File: src/rtl/ads127x_frame_reader_pkg.sv
// Shared FSM state type and fixed ADC strap levels for the ADS127x frame reader.
package adc_rdr_pkg;

  typedef enum logic [1:0] {
    IDLE,
    FSYNC,
    SHIFT,
    STORE
  } state_e;

  localparam logic [2:0] ADC_FORMAT  = 3'b101;
  localparam logic [1:0] ADC_TEST    = 2'b00;
  localparam logic       ADC_SYNC    = 1'b1;
  localparam int         FRAME_CNT_W = 16;

endpackage

File: src/rtl/ads127x_frame_reader_if.sv
// Valid/ready frame output bus between the ADC frame reader and its consumer.
interface ads127x_frame_reader_if #(
  parameter int P_CH_NUM = 8,
  parameter int P_DATA_W = 24
);

  logic [P_CH_NUM*P_DATA_W-1:0] o_rdata;
  logic                         o_rdata_valid;
  logic                         i_rdata_ready;

  modport master (output o_rdata, output o_rdata_valid, input i_rdata_ready);
  modport slave  (input o_rdata, input o_rdata_valid, output i_rdata_ready);

endinterface

File: src/rtl/ads127x_frame_reader_sclk_gen.sv
// SCLK divider: low for P_SCLK_DIV sysclks then high for P_SCLK_DIV, idles high when disabled.
module adc_sclk_gen #(
  parameter int P_SCLK_DIV = 2
) (
  input  logic clk_i,
  input  logic rst_ni,
  input  logic en_i,
  output logic sclk_o,
  output logic sample_o,
  output logic bit_done_o
);

  localparam int PosW = $clog2(2 * P_SCLK_DIV);
  localparam logic [PosW-1:0] PosHigh = PosW'(P_SCLK_DIV);
  localparam logic [PosW-1:0] PosLast = PosW'(2 * P_SCLK_DIV - 1);

  logic [PosW-1:0] pos_q, pos_d;
  logic            sclk_q, sclk_d;

  // sclk is registered from the current position, so it lags pos by one cycle
  always_comb begin
    pos_d  = '0;
    sclk_d = 1'b1;
    if (en_i) begin
      pos_d  = (pos_q == PosLast) ? '0 : pos_q + 1'b1;
      sclk_d = (pos_q >= PosHigh);
    end
  end

  always_ff @(posedge clk_i or negedge rst_ni) begin
    if (!rst_ni) begin
      pos_q  <= '0;
      sclk_q <= 1'b1;
    end else begin
      pos_q  <= pos_d;
      sclk_q <= sclk_d;
    end
  end

  assign sclk_o     = sclk_q;
  assign sample_o   = en_i && (pos_q == PosHigh);
  assign bit_done_o = en_i && (pos_q == PosLast);

endmodule

File: src/rtl/ads127x_frame_reader.sv
// ADS127x frame-sync reader: drives FSYNC/SCLK, shifts P_CH_NUM DOUT lanes, presents frames on valid/ready.
// Optional build macro ADC_RDR_TESTPAT_EN adds a counting test pattern selected by i_testpat.
module ads127x_frame_reader
  import adc_rdr_pkg::*;
#(
  parameter int         P_CH_NUM     = 8,
  parameter int         P_DATA_W     = 24,
  parameter int         P_SCLK_DIV   = 2,
  parameter int         P_FRAME_CLKS = 512,
  parameter logic [1:0] P_ADC_MODE   = 2'b01,
  parameter logic [7:0] P_ADC_PWDN   = 8'hFF
) (
  input  logic                   i_sysclk,
  input  logic                   i_rst_n,
  input  logic                   i_start,
  input  logic                   i_ovf_clr,
  input  logic                   i_testpat,
  output logic                   o_adc_fsync,
  output logic                   o_adc_sclk,
  input  logic [P_CH_NUM-1:0]    i_adc_dout,
  output logic [1:0]             o_adc_mode,
  output logic [7:0]             o_adc_pwdn,
  output logic [2:0]             o_adc_format,
  output logic                   o_adc_sync,
  output logic [1:0]             o_adc_test,
  ads127x_frame_reader_if.master rd_if,
  output logic                   o_overflow,
  output logic [FRAME_CNT_W-1:0] o_frame_cnt
);

  localparam int PerW  = $clog2(P_FRAME_CLKS);
  localparam int StepW = $clog2(2 * P_SCLK_DIV + P_DATA_W + 1);

  if (P_FRAME_CLKS < 2 * P_SCLK_DIV * (P_DATA_W + 1) + 4) begin : g_frame_chk
    $error("ads127x_frame_reader: P_FRAME_CLKS too short for one frame");
  end

  state_e                             state_q, state_d;
  logic [StepW-1:0]                   step_q, step_d;
  logic [PerW-1:0]                    period_q, period_d;
  logic                               fsync_q;
  logic [P_CH_NUM-1:0][P_DATA_W-1:0]  shreg_q, shreg_d, frame_data;
  logic [P_CH_NUM*P_DATA_W-1:0]       rdata_q, rdata_d;
  logic                               valid_q, valid_d;
  logic                               ovf_q, ovf_d;
  logic [FRAME_CNT_W-1:0]             fcnt_q, fcnt_d;
  logic                               tick, sclk_en, sample, bit_done;
  logic                               store, load, drop, accept;

  assign tick     = (period_q == PerW'(P_FRAME_CLKS - 1));
  assign period_d = (!i_start || tick) ? '0 : period_q + 1'b1;
  assign sclk_en  = (state_q == SHIFT) && i_start;

  adc_sclk_gen #(.P_SCLK_DIV(P_SCLK_DIV)) u_sclk_gen (
    .clk_i      (i_sysclk),
    .rst_ni     (i_rst_n),
    .en_i       (sclk_en),
    .sclk_o     (o_adc_sclk),
    .sample_o   (sample),
    .bit_done_o (bit_done)
  );

  // step_q counts sysclks in FSYNC and completed bits in SHIFT
  always_comb begin
    state_d = state_q;
    step_d  = step_q;
    case (state_q)
      IDLE: if (tick) begin
        state_d = FSYNC;
        step_d  = '0;
      end
      FSYNC: if (step_q == StepW'(2 * P_SCLK_DIV - 1)) begin
        state_d = SHIFT;
        step_d  = '0;
      end else begin
        step_d = step_q + 1'b1;
      end
      SHIFT: if (bit_done) begin
        if (step_q == StepW'(P_DATA_W - 1)) begin
          state_d = STORE;
          step_d  = '0;
        end else begin
          step_d = step_q + 1'b1;
        end
      end
      STORE:   state_d = IDLE;
      default: state_d = IDLE;
    endcase
    if (!i_start) begin
      state_d = IDLE;
      step_d  = '0;
    end
  end

  always_comb begin
    shreg_d = shreg_q;
    if (sample) begin
      for (int k = 0; k < P_CH_NUM; k++) begin
        shreg_d[k] = {shreg_q[k][P_DATA_W-2:0], i_adc_dout[k]};
      end
    end
  end

`ifdef ADC_RDR_TESTPAT_EN
  always_comb begin
    frame_data = shreg_q;
    if (i_testpat) begin
      for (int k = 0; k < P_CH_NUM; k++) begin
        frame_data[k] = P_DATA_W'(fcnt_q) + P_DATA_W'(k);
      end
    end
  end
`else
  logic unused_testpat;
  assign unused_testpat = i_testpat;
  assign frame_data     = shreg_q;
`endif

  // A completed frame replaces the output only if the slot is free or being drained this cycle
  always_comb begin
    accept  = valid_q && rd_if.i_rdata_ready;
    store   = (state_q == STORE) && i_start;
    load    = store && (!valid_q || rd_if.i_rdata_ready);
    drop    = store && valid_q && !rd_if.i_rdata_ready;
    rdata_d = load ? frame_data : rdata_q;
    valid_d = load ? 1'b1 : (accept ? 1'b0 : valid_q);
    ovf_d   = drop ? 1'b1 : (i_ovf_clr ? 1'b0 : ovf_q);
    fcnt_d  = load ? fcnt_q + 1'b1 : fcnt_q;
  end

  always_ff @(posedge i_sysclk or negedge i_rst_n) begin
    if (!i_rst_n) begin
      state_q  <= IDLE;
      step_q   <= '0;
      period_q <= '0;
      fsync_q  <= 1'b0;
      shreg_q  <= '0;
      rdata_q  <= '0;
      valid_q  <= 1'b0;
      ovf_q    <= 1'b0;
      fcnt_q   <= '0;
    end else begin
      state_q  <= state_d;
      step_q   <= step_d;
      period_q <= period_d;
      fsync_q  <= (state_d == FSYNC);
      shreg_q  <= shreg_d;
      rdata_q  <= rdata_d;
      valid_q  <= valid_d;
      ovf_q    <= ovf_d;
      fcnt_q   <= fcnt_d;
    end
  end

  assign o_adc_fsync         = fsync_q;
  assign rd_if.o_rdata       = rdata_q;
  assign rd_if.o_rdata_valid = valid_q;
  assign o_overflow          = ovf_q;
  assign o_frame_cnt         = fcnt_q;
  assign o_adc_mode          = P_ADC_MODE;
  assign o_adc_pwdn          = P_ADC_PWDN;
  assign o_adc_format        = ADC_FORMAT;
  assign o_adc_sync          = ADC_SYNC;
  assign o_adc_test          = ADC_TEST;

endmodule
File: src/flat_wrapper.sv
// flat-port wrapper written by rule: the top's interface ports become plain ports
module ads127x_frame_reader_flat import adc_rdr_pkg::*;
#(
  parameter int         P_CH_NUM     = 8,
  parameter int         P_DATA_W     = 24,
  parameter int         P_SCLK_DIV   = 2,
  parameter int         P_FRAME_CLKS = 512,
  parameter logic [1:0] P_ADC_MODE   = 2'b01,
  parameter logic [7:0] P_ADC_PWDN   = 8'hFF
)
  (i_sysclk, i_rst_n, i_start, i_ovf_clr, i_testpat, o_adc_fsync, o_adc_sclk, i_adc_dout, o_adc_mode, o_adc_pwdn, o_adc_format, o_adc_sync, o_adc_test, o_overflow, o_frame_cnt, rd_if_o_rdata, rd_if_o_rdata_valid, rd_if_i_rdata_ready);
  ads127x_frame_reader_if #(.P_CH_NUM(P_CH_NUM), .P_DATA_W(P_DATA_W)) rd_if_i ();
  input  logic i_sysclk;
  input  logic i_rst_n;
  input  logic i_start;
  input  logic i_ovf_clr;
  input  logic i_testpat;
  output logic o_adc_fsync;
  output logic o_adc_sclk;
  input  logic [P_CH_NUM-1:0] i_adc_dout;
  output logic [1:0] o_adc_mode;
  output logic [7:0] o_adc_pwdn;
  output logic [2:0] o_adc_format;
  output logic o_adc_sync;
  output logic [1:0] o_adc_test;
  output logic o_overflow;
  output logic [FRAME_CNT_W-1:0] o_frame_cnt;
  output wire logic [$bits(rd_if_i.o_rdata)-1:0] rd_if_o_rdata;
  output wire logic [$bits(rd_if_i.o_rdata_valid)-1:0] rd_if_o_rdata_valid;
  input wire logic [$bits(rd_if_i.i_rdata_ready)-1:0] rd_if_i_rdata_ready;
  assign rd_if_o_rdata = rd_if_i.o_rdata;
  assign rd_if_o_rdata_valid = rd_if_i.o_rdata_valid;
  assign rd_if_i.i_rdata_ready = rd_if_i_rdata_ready;
  ads127x_frame_reader #(.P_CH_NUM(P_CH_NUM), .P_DATA_W(P_DATA_W), .P_SCLK_DIV(P_SCLK_DIV), .P_FRAME_CLKS(P_FRAME_CLKS), .P_ADC_MODE(P_ADC_MODE), .P_ADC_PWDN(P_ADC_PWDN)) u_core (.i_sysclk(i_sysclk), .i_rst_n(i_rst_n), .i_start(i_start), .i_ovf_clr(i_ovf_clr), .i_testpat(i_testpat), .o_adc_fsync(o_adc_fsync), .o_adc_sclk(o_adc_sclk), .i_adc_dout(i_adc_dout), .o_adc_mode(o_adc_mode), .o_adc_pwdn(o_adc_pwdn), .o_adc_format(o_adc_format), .o_adc_sync(o_adc_sync), .o_adc_test(o_adc_test), .rd_if(rd_if_i), .o_overflow(o_overflow), .o_frame_cnt(o_frame_cnt));
endmodule
File: config.mk
export PLATFORM = sky130hd
export DESIGN_NAME = ads127x_frame_reader_flat
export DESIGN_NICKNAME = d
export VERILOG_FILES = /design/src/rtl/ads127x_frame_reader_pkg.sv /design/src/rtl/ads127x_frame_reader_if.sv /design/src/rtl/ads127x_frame_reader_sclk_gen.sv /design/src/rtl/ads127x_frame_reader.sv /design/src/flat_wrapper.sv
export SDC_FILE = /design/constraint.sdc
export NUM_CORES = 1
export LEC_CHECK = 0
export ABC_AREA = 1
export CORE_ASPECT_RATIO = 0.9
export CORE_MARGIN = 8
export CORE_UTILIZATION = 30
export DETAILED_ROUTE_END_ITERATION = 8
export GPL_ROUTABILITY_DRIVEN = 1
export PLACE_DENSITY_LB_ADDON = 0.1
export SYNTH_ARGS = -nofsm -noshare
export SYNTH_HDL_FRONTEND = slang
export SYNTH_SLANG_ARGS = --single-unit
export TNS_END_PERCENT = 100
File: constraint.sdc
create_clock -name i_sysclk -period 2.6 [get_ports i_sysclk]
set_clock_uncertainty 0.15 [all_clocks]
set_input_delay 0.26 -clock i_sysclk [delete_from_list [all_inputs] [get_ports i_sysclk]]
set_output_delay 0.26 -clock i_sysclk [all_outputs]
set_load 0.03 [all_outputs]
Yosys cells after proc, flatten, opt, wreduce, memory -nomap -nowiden
Cells that the tools add are included.
- output and inout bits: 228
- register bits after elaboration: 422
- input bits: 14
- logic and storage cells: 72
- $lt $le $gt $ge: 1
- multiplexer cells: 20
- equal/unequal tests: 12
- $add $sub $neg: 4
- reduce and logical (&&, ||, !) cells: 17
- operators by type and width (cell ; count):
    two-way mux 5 bit ; 5
    adder 16 x 1 -> 16 bit, second input constant ; 1
    case mux 5 bit (3 select lines) ; 1
    two-way mux 2 bit ; 7
    adder 9 x 1 -> 9 bit, second input constant ; 1
    equality test 9 bit, second input constant ; 1
    two-way mux 9 bit ; 1
    equality test 2 bit, second input constant ; 4
    logical AND 1 bit ; 8
    case mux 2 bit (4 select lines) ; 1
    != test 3 x 2 -> 1 bit, second input constant ; 2
    adder 5 x 1 -> 5 bit, second input constant ; 1
    equality test 5 x 2 -> 1 bit, second input constant ; 1
    equality test 5 bit, second input constant ; 1
    two-way mux 1 bit ; 5
    equality test 2 x 1 -> 1 bit, second input constant ; 2
    != test 4 x 1 -> 1 bit, second input constant ; 1
    nonzero test 2 bit ; 2
    logical NOT 1 bit ; 3
    AND reduction 3 bit ; 1
    adder 2 x 1 -> 2 bit, second input constant ; 1
    greater-or-equal comparator 2 bit, second input constant ; 1
    logical NOT 2 bit ; 1
    logical OR 1 bit ; 2

Logic depth before layout (Yosys ltp)
Gate-level depths: netlist of run 1.
- depth after elaboration: 7
- mapped depth: 16
- mapped depth without buffers: 16

By module
From an unflattened synthesis of run 1, not the netlist that was laid out.
- cells, all modules: 1723
- area, all modules: 16354.4 um^2
- modules (own cells, without submodules) (module ; cells each ; times used ; area an instance (um^2) ; sequential area each (um^2)):
    ads127x_frame_reader ; 1708 ; 1 ; 16215.6 ; 10485.1
    adc_sclk_gen ; 15 ; 1 ; 138.9 ; 76.3

Worst setup path after synthesis of run 1
Ideal clock, no wire load.
- path kind: register -> register
- start point: register u_core.period_q[0]
- end point: register u_core.fsync_q (netlist: u_core.o_adc_fsync)
- arrival: 1697 ps
- period minus slack after synthesis: 1971 ps
- cell stages (with the launch flop): 15
- slack: 629 ps
- path buffers: 0
- library setup time: 125 ps
- data required time: 2325 ps
- cell sequence: dfrtp_1 > ha_1 > nand2_1 > inv_1 > nand2_1 > nor2_1 > nand3_1 > nor2_1 > ha_1 > inv_1 > nand2_1 > inv_1 > nand2_1 > a22oi_1 > nor2_1
- cells in the longest elaborated chain, start to end: 5
- ends and longest elaborated chain (element ; RTL line ; RTL):
    start, declared ; ads127x_frame_reader.sv:40 ; logic [PerW-1:0] period_q, period_d;
    start signal, assigned ; ads127x_frame_reader.sv:145 ; period_q <= period_d;
    equality test 9 bit ; ads127x_frame_reader.sv:50 ; assign tick = (period_q == PerW'(P_FRAME_CLKS - 1));
    two-way mux 2 bit ; ads127x_frame_reader.sv:68 ; IDLE: if (tick) begin
    case mux 2 bit (4 select lines) ; ads127x_frame_reader.sv:67 ; case (state_q)
    two-way mux 2 bit ; ads127x_frame_reader.sv:89 ; if (!i_start) begin
    named net u_core.state_d[1] ; ads127x_frame_reader.sv:38 ; state_e state_q, state_d;
    equality test 2 x 1 -> 1 bit ; ads127x_frame_reader.sv:146 ; fsync_q <= (state_d == FSYNC);
    end signal, assigned ; ads127x_frame_reader.sv:146 ;
    end, declared ; ads127x_frame_reader.sv:41 ; logic fsync_q;
The timed path passes the listed nets, and every way through them passes these cells.
A chain may end at the register's enable or synchronous reset.

Worst setup path after layout of run 1
Same ends and word-level chain as after synthesis.

==> summary.md, run 1 <==
| Metric | Value |
|---|---|
| Root buffer cell | sky130_fd_sc_hd__clkbuf_16 |
| Cell count after synthesis | about 1700 |
| Worst Max-Slew Pin Slew | 0.5834 ns |
| Worst-case vdd ir drop | 0.0004120 V |
| Cell types occupying the most area after synthesis | sky130_fd_sc_hd__dfrtp_1, sky130_fd_sc_hd__nand2_1, sky130_fd_sc_hd__o21ai_1, sky130_fd_sc_hd__inv_1, sky130_fd_sc_hd__buf_2 |
| Signed area change from the synthesized netlist to the final layout | 29.15% |
| Antenna violations before repair | 0 |
| Final Routed Wirelength | between 30 and 40 mm |
| Fraction of the yosys area taken by sequential cells | 64.76% |
| Number of port buffers | 224 |
| Prevailing post-synth register cell | sky130_fd_sc_hd__dfrtp_1 |
| Global-route usage over all layers | 12.70% |
| Clock latency reported for the late side of the worst-skew pair | 0.57 ns |
| Cell area after placement | 19460 sq um |
| Area share of the leading cell type in the synthesized netlist | approximately 65% |
| Number of nets in the finished design | ~2000 |
| Total setup buffers inserted after CTS | 0 |
| Slew Viols, Final | 0 |
| Worst rel slew slack | between 60% and 70% |
| Final critical-path required period | 2.237 ns |
| Ratio of final minimum period to clock period | around 86% |
| Final ANT Viol Nets | 0 |
| TritonCTS clock tree | done |
| HPWL after DPL | 26.81 mm |
| CP Class | reg -> reg |
| Total DRC errors in the routed layout | 0 |
| Cells on worst reg2reg path | 14 |
| Slack of the critical path | 0.3628 ns |
| Die boundary width | 261.8 um |
| Dpl ws | 0.3383 ns |
| Post-Synthesis Cell Area | around 16000 sq um |
| Critical path capture point type | flop |
| Die area | a little over 60000 sq um |
| Wire length per cell | 14.63 um |
| Required time worst endpoint | between 2 and 3 ns |
| Number of distinct standard cells referenced by the synthesized netlist | 31 |
| Final non-filler cell total | 2682 |
| Wire length of the first global-routing pass | 63.98 mm |
| Reg-to-Reg End | u_core.o_adc_fsync |
| Number of enable flip-flop cells after synthesis | 0 |
| Fraction of final layout cells with drive strength greater than 1 | roughly 6.5% |
| Launch point of the worst reg-to-reg path | u_core.period_q[0] |
| Number of instances resized during post-cts repair | 0 |
| RSZ-0062 raised after global routing | no |
| Cell types with the highest counts after synthesis | sky130_fd_sc_hd__nand2_1, sky130_fd_sc_hd__dfrtp_1, sky130_fd_sc_hd__o21ai_1 |
| Max frequency | 447.0 MHz |
| Kind of path behind the tightest hold check | in -> async |
| Async set-or-reset flop fraction in the synthesized netlist | 100.0% |
| Clock transition time at the flip-flop clock pins of the worst setup and hold paths | 0.06 ns |
| Data arrival time of the worst path | 2.52 ns |
| DP Cell Count | between 2000 and 3000 |
| Total power density per cell area | 700.3 nW/um^2 |
| Longest Clk Path Bufs | 3 |
| Effective utilization at floorplan | between 30% and 40% |
| Final cell area excluding filler cells | 21060 sq um |
| Core region area | 54020 sq um |
| Detailed Routing Iterations Pass 1 | 5 |
| Max-capacitance violation count | 0 |
| Post-layout power | 14.75 mW |
| Maximum fanout count along the critical path | 6 |
| Mean area per synthesized cell | 9.531 sq um |
| Avg Vias per Cell | 4.274 |
| Status | finished, final reports clean |
| Synth Register Bits | 422 |
| Startpoint types | flop |
| Reported leakage power | 9.059 nW |
| Final hold violation count | 0 |
| Number of standard-cell rows in the floorplan | 81 |
| Total of warnings raised by yosys | 0 |
| Minimum hold slack | 0.1047 ns |
| Die extent in y | 237.2 um |
| Placer congestion estimate | between 0.7 and 0.8 |
| Largest net degree at the start of global routing | 79 |
| DRT iter0 DRCs | around 500 |
| Number of global-route vias before repair | 11450 |
| Top-level port count | 242 |
| Synth area leader | sky130_fd_sc_hd__dfrtp_1 |
| Maximum level of the CTS H-tree | 2 |
| Total CTS buffers | 48 |
| TritonCTS Sinks | 422 |
| Cell with the most instances after synthesis | sky130_fd_sc_hd__nand2_1 |
| Antenna fix cells | 0 |
| Sum of negative setup slack | 0 ns |
| Gr ovfl total | 0 |
| Endpoints failing setup | 0 |
| Register-to-register path setup slack | between 0.3 and 0.4 ns |
| Final core utilization | between 30% and 40% |
| CTS Hold Bufs | 1 |
| Count of vias placed by the detailed router | roughly 11000 |
-- area by class of cell --
cell class / count / area (sq um)
repair buffers: 266 / 2778
well taps: 705 / 882.1
flip-flops and latches: 422 / 10560
inverters: 230 / 863.3
clock inverters: 11 / 116.4
multi-input cells: 972 / 4383
clock buffers: 76 / 1478
fillers: 5458 / 32960
-- kinds of logic (layout without fill, tap and decap cells) --
logic type | Yosys count | in the layout | synth area share, %
buffers and inverters | 331 | 583 | 8.823
AND/OR/NAND/NOR | 543 | 543 | 12.94
adder cells (fa/ha/maj) | 10 | 10 | 0.7672
other | 2 | 16 | 0.04605
AO/OA/AOI/OAI | 393 | 393 | 12.13
XOR/XNOR | 10 | 10 | 0.5371
flip-flops | 422 | 422 | 64.76
-- worst max-delay path by stage --
stage / end / slack [ns] / from
CTS: u_core.o_adc_fsync / 0.32 / u_core.period_q[0]
global placement: u_core.o_adc_fsync / 0.33 / u_core.period_q[0]
floorplan: u_core.o_adc_fsync / 0.63 / u_core.period_q[0]
detailed placement: u_core.o_adc_fsync / 0.34 / u_core.period_q[0]
global route: u_core.step_q[0] / 0.10 / u_core.period_q[0]
finish: u_core.o_adc_fsync / 0.36 / u_core.period_q[0]
-- layout by cell type (no fill, tap or decap), drive strengths merged, types with 7 or more instances in the layout --
cell type      instances
a21oi                 15
dfrtp                421
clkdlybuf4s50        223
ha                    10
buf                   42
clkinv                 7
nand2                473
conb                  16
nand3                 14
nor2                  46
clkbuf                76
o21ai                372
inv                  232
xor2                   7
-- report_power, final --
part / total [mW] / leakage, nW / internal [mW] / switching (mW)
clock: 6.74 / 0.791 / 4.08 / 2.66
combinational: 1.19 / 2.45 / 0.391 / 0.798
sequential: 6.82 / 5.82 / 6.72 / 0.103
total: 14.8 / 9.06 / 11.2 / 3.56
-- worst max-delay path, cell delays in order, from the launching register on --
cell and delay (ns):
sky130_fd_sc_hd__dfrtp_1 0.39, sky130_fd_sc_hd__ha_1 0.21, sky130_fd_sc_hd__nand2_1 0.07, sky130_fd_sc_hd__inv_1 0.05, sky130_fd_sc_hd__nand2_1 0.08, sky130_fd_sc_hd__nor2_1 0.06, sky130_fd_sc_hd__nand3_1 0.08, sky130_fd_sc_hd__nor2_1 0.06
sky130_fd_sc_hd__ha_1 0.19, sky130_fd_sc_hd__inv_1 0.09, sky130_fd_sc_hd__nand2_1 0.12, sky130_fd_sc_hd__inv_1 0.20, sky130_fd_sc_hd__nand2_1 0.08, sky130_fd_sc_hd__a22oi_1 0.22, sky130_fd_sc_hd__nor2_1 0.08
-- metal layers --
metal,up-vias,GRT usage (%),share of wire (%)
li1,5805,-,-
met1,5405,17.59,47
met2,195,19.37,44
met3,57,3.467,6.3
met4,0,3.624,1.9
met5,-,0,0
-- sequential cells by signal, indices dropped and copies added, names as in the netlist, 2 cells and up --
| name | count |
|---|---|
| u_core.frame_data | 192 |
| u_core.rd_if.o_rdata | 192 |
| u_core.o_frame_cnt | 16 |
| u_core.period_q | 9 |
| u_core.step_q | 5 |
| u_core.state_q | 2 |
| u_core.u_sclk_gen.pos_q | 2 |
Note: power is estimated with default switching activity, not from simulation.
==> run 2, diff against run 1 <==
CORE_ASPECT_RATIO = 2   (was 0.9)
clock period = 2.2 ns   (was 2.6 ns; I/O delays follow)
==> run 2 against run 1 <==
  * Sequential share of layout area increased by 0.33 points
  * Via count decreased by 0.72%
  * Wire length shrank 1.9%
  * Die area rose by 0.71%
  * Global-route usage decreased by 0.22 points
  * Power is 12% higher
  * Sequential power is 18% higher
  * Critical endpoint is now o_frame_cnt[7]
  * Highest routed layer unchanged
==> summary.md, run 2 (synthesis results as in run 1) <==
| Metric | Value |
|---|---|
| Status | finished, final reports clean |
| Final non-filler cell total | around 2700 |
| Cell at the slowest stage of the critical path | sky130_fd_sc_hd__clkdlybuf4s50_1 |
| Root buffer cell | sky130_fd_sc_hd__clkbuf_16 |
| Worst rel slew slack | 39.97% |
| Fill cell total of the finished layout | roughly 5500 |
| Detailed Routing Iterations Pass 1 | 5 |
| Die boundary width | 180.9 um |
| Total DRC errors in the routed layout | 0 |
| Die extent in y | ~350 um |
| Chain of cells forming the critical path | clkdlybuf4s50_1 |
| Placer congestion estimate | 0.7512 |
| Bufs and invs on worst path | 1 |
| Commonest cells after routing, fill and taps aside | sky130_fd_sc_hd__nand2_1, sky130_fd_sc_hd__dfrtp_1, sky130_fd_sc_hd__o21ai_1, sky130_fd_sc_hd__inv_1, sky130_fd_sc_hd__clkdlybuf4s50_1 |
| Wire length per cell | 14.50 um |
| Final cell area excluding filler cells | ~21000 sq um |
| Required time worst endpoint | between 1.5 and 2 ns |
| Total power density per cell area | 791.8 nW/um^2 |
| Minimum hold slack | 0.08908 ns |
| Number of nets in the finished design | 1973 |
| Global-route usage over all layers | 12.48% |
| Slew Viols, Final | 0 |
| Final critical-path required period | approximately 2.1 ns |
| Maximum fanout count along the critical path | 5 |
| TritonCTS Sinks | 422 |
| Fraction of final layout cells with drive strength greater than 1 | 6.970% |
| Final ANT Viol Nets | 0 |
| Number of global-route vias before repair | 11370 |
| Max-capacitance violation count | 0 |
| Reported leakage power | 9.019 nW |
| Kind of cell adding the most delay to the critical path | buffers and inverters |
| Final hold violation count | 0 |
| Total CTS buffers | 41 |
| Post-layout power | around 17 mW |
| Cell area after placement | about 20000 sq um |
| Antenna violations before repair | 0 |
| Clock latency reported for the late side of the worst-skew pair | 0.56 ns |
| HPWL after DPL | 26.07 mm |
| Effective utilization at floorplan | 30.17% |
| Max frequency | 465.9 MHz |
| Clock transition time at the flip-flop clock pins of the worst setup and hold paths | approximately 0.06 ns |
| DP Cell Count | 2580 |
| Die area | approximately 63000 sq um |
| Ratio of final minimum period to clock period | 97.55% |
| Dpl ws | 0.07097 ns |
| Number of port buffers | 224 |
| Data arrival time of the worst path | 1.78 ns |
| Number of standard-cell rows in the floorplan | around 120 |
| Worst stage delay on the critical path | around 0.76 ns |
| Critical path capture point type | primary output |
| Largest net degree at the start of global routing | 93 |
| Final Routed Wirelength | 38.50 mm |
| Most common cell after layout, fill and taps aside | sky130_fd_sc_hd__nand2_1 |
| Kind of path behind the tightest hold check | in -> reg |
| Avg Vias per Cell | 4.284 |
| DRT iter0 DRCs | approximately 780 |
| Core region area | 54050 sq um |
| Wire length of the first global-routing pass | between 60 and 70 mm |
| Signed area change from the synthesized netlist to the final layout | 28.30% |
| CP Class | reg -> out |
| Worst Max-Slew Pin Slew | 0.8975 ns |
| Maximum level of the CTS H-tree | 2 |
| Count of vias placed by the detailed router | 11380 |
| Antenna fix cells | 0 |
| Longest Clk Path Bufs | 3 |
| Endpoints failing setup | 0 |
| Register-to-register path setup slack | approximately 0.22 ns |
| Gr ovfl total | 0 |
| Slack of the critical path | 0.05381 ns |
| Startpoint types | flop |
| TritonCTS clock tree | done |
| Worst-case vdd ir drop | about 0.00061 V |
| Top-level port count | between 200 and 250 |
==> run 2: metal layers <==
layer  up-vias  routed length (um)  track usage [%]
met5         -                   0                0
met4         0                 880            3.980
met3        41                2660            3.807
met2       243               15440            17.25
met1      5286               19530            18.26
li1       5809                   -                -
==> run 2: what timing repair did <==
action,CTS,global route
hold buffers,2,0
setup buffers,0,0
pin swaps,0,1
endpoints found under the hold margin,422,0
resized for setup,2,11
setup endpoints to repair,2,9
==> run 2: worst reg2reg max path: stages (launching register included) <==
cell,delay (ns)
sky130_fd_sc_hd__dfrtp_1,0.38
sky130_fd_sc_hd__ha_1,0.21
sky130_fd_sc_hd__nand2_1,0.07
sky130_fd_sc_hd__inv_1,0.05
sky130_fd_sc_hd__nand2_1,0.08
sky130_fd_sc_hd__nor2_2,0.05
sky130_fd_sc_hd__nand3_2,0.06
sky130_fd_sc_hd__nor2_2,0.04
sky130_fd_sc_hd__ha_1,0.18
sky130_fd_sc_hd__inv_1,0.10
sky130_fd_sc_hd__nand2_1,0.08
sky130_fd_sc_hd__inv_1,0.08
sky130_fd_sc_hd__nand2_1,0.06
sky130_fd_sc_hd__a22oi_2,0.21
sky130_fd_sc_hd__nor2_1,0.07
==> run 2: metrics by stage <==
step | TNS (ns) | util, %
after floorplan | 0 | -
final | 0 | 38.71
after CTS | 0 | 38.64
after global placement | 0 | 36.19
after detailed placement | 0 | 36.19
after global routing | -0.001100 | 38.71
==> run 2: cell type report <==
type | count | area [sq um] | share of cell area (%)
multi-input cells | 972 | 4420 | 21.13
well taps | 676 | 845.8 | 4.043
flip-flops and latches | 422 | 10560 | 50.48
clock buffers | 58 | 1120 | 5.352
repair buffers | 282 | 2925 | 13.98
clock inverters | 16 | 186.4 | 0.8910
inverters | 230 | 863.3 | 4.126
==> run 2: final timing paths <==
check | from | end | cells past startpoint
worst min register to register | u_core.u_sclk_gen.pos_q[0] | u_core.u_sclk_gen.pos_q[0] | 1
worst min-delay path | i_adc_dout[1] | u_core.frame_data[24] | 3
min in group asynchronous | i_rst_n | u_core.frame_data[151] | 3
max in group asynchronous | i_rst_n | u_core.rd_if.o_rdata[0] | 3
worst max-delay path | u_core.o_frame_cnt[7] | o_frame_cnt[7] | 1
worst max register to register | u_core.period_q[0] | u_core.o_adc_fsync | 14
==> run 2: where the power goes <==
part	total (mW)	internal [mW]	switching, mW
Combinational	1.50	0.520	0.981
Clock	7.02	3.93	3.09
Sequential	8.05	7.93	0.116
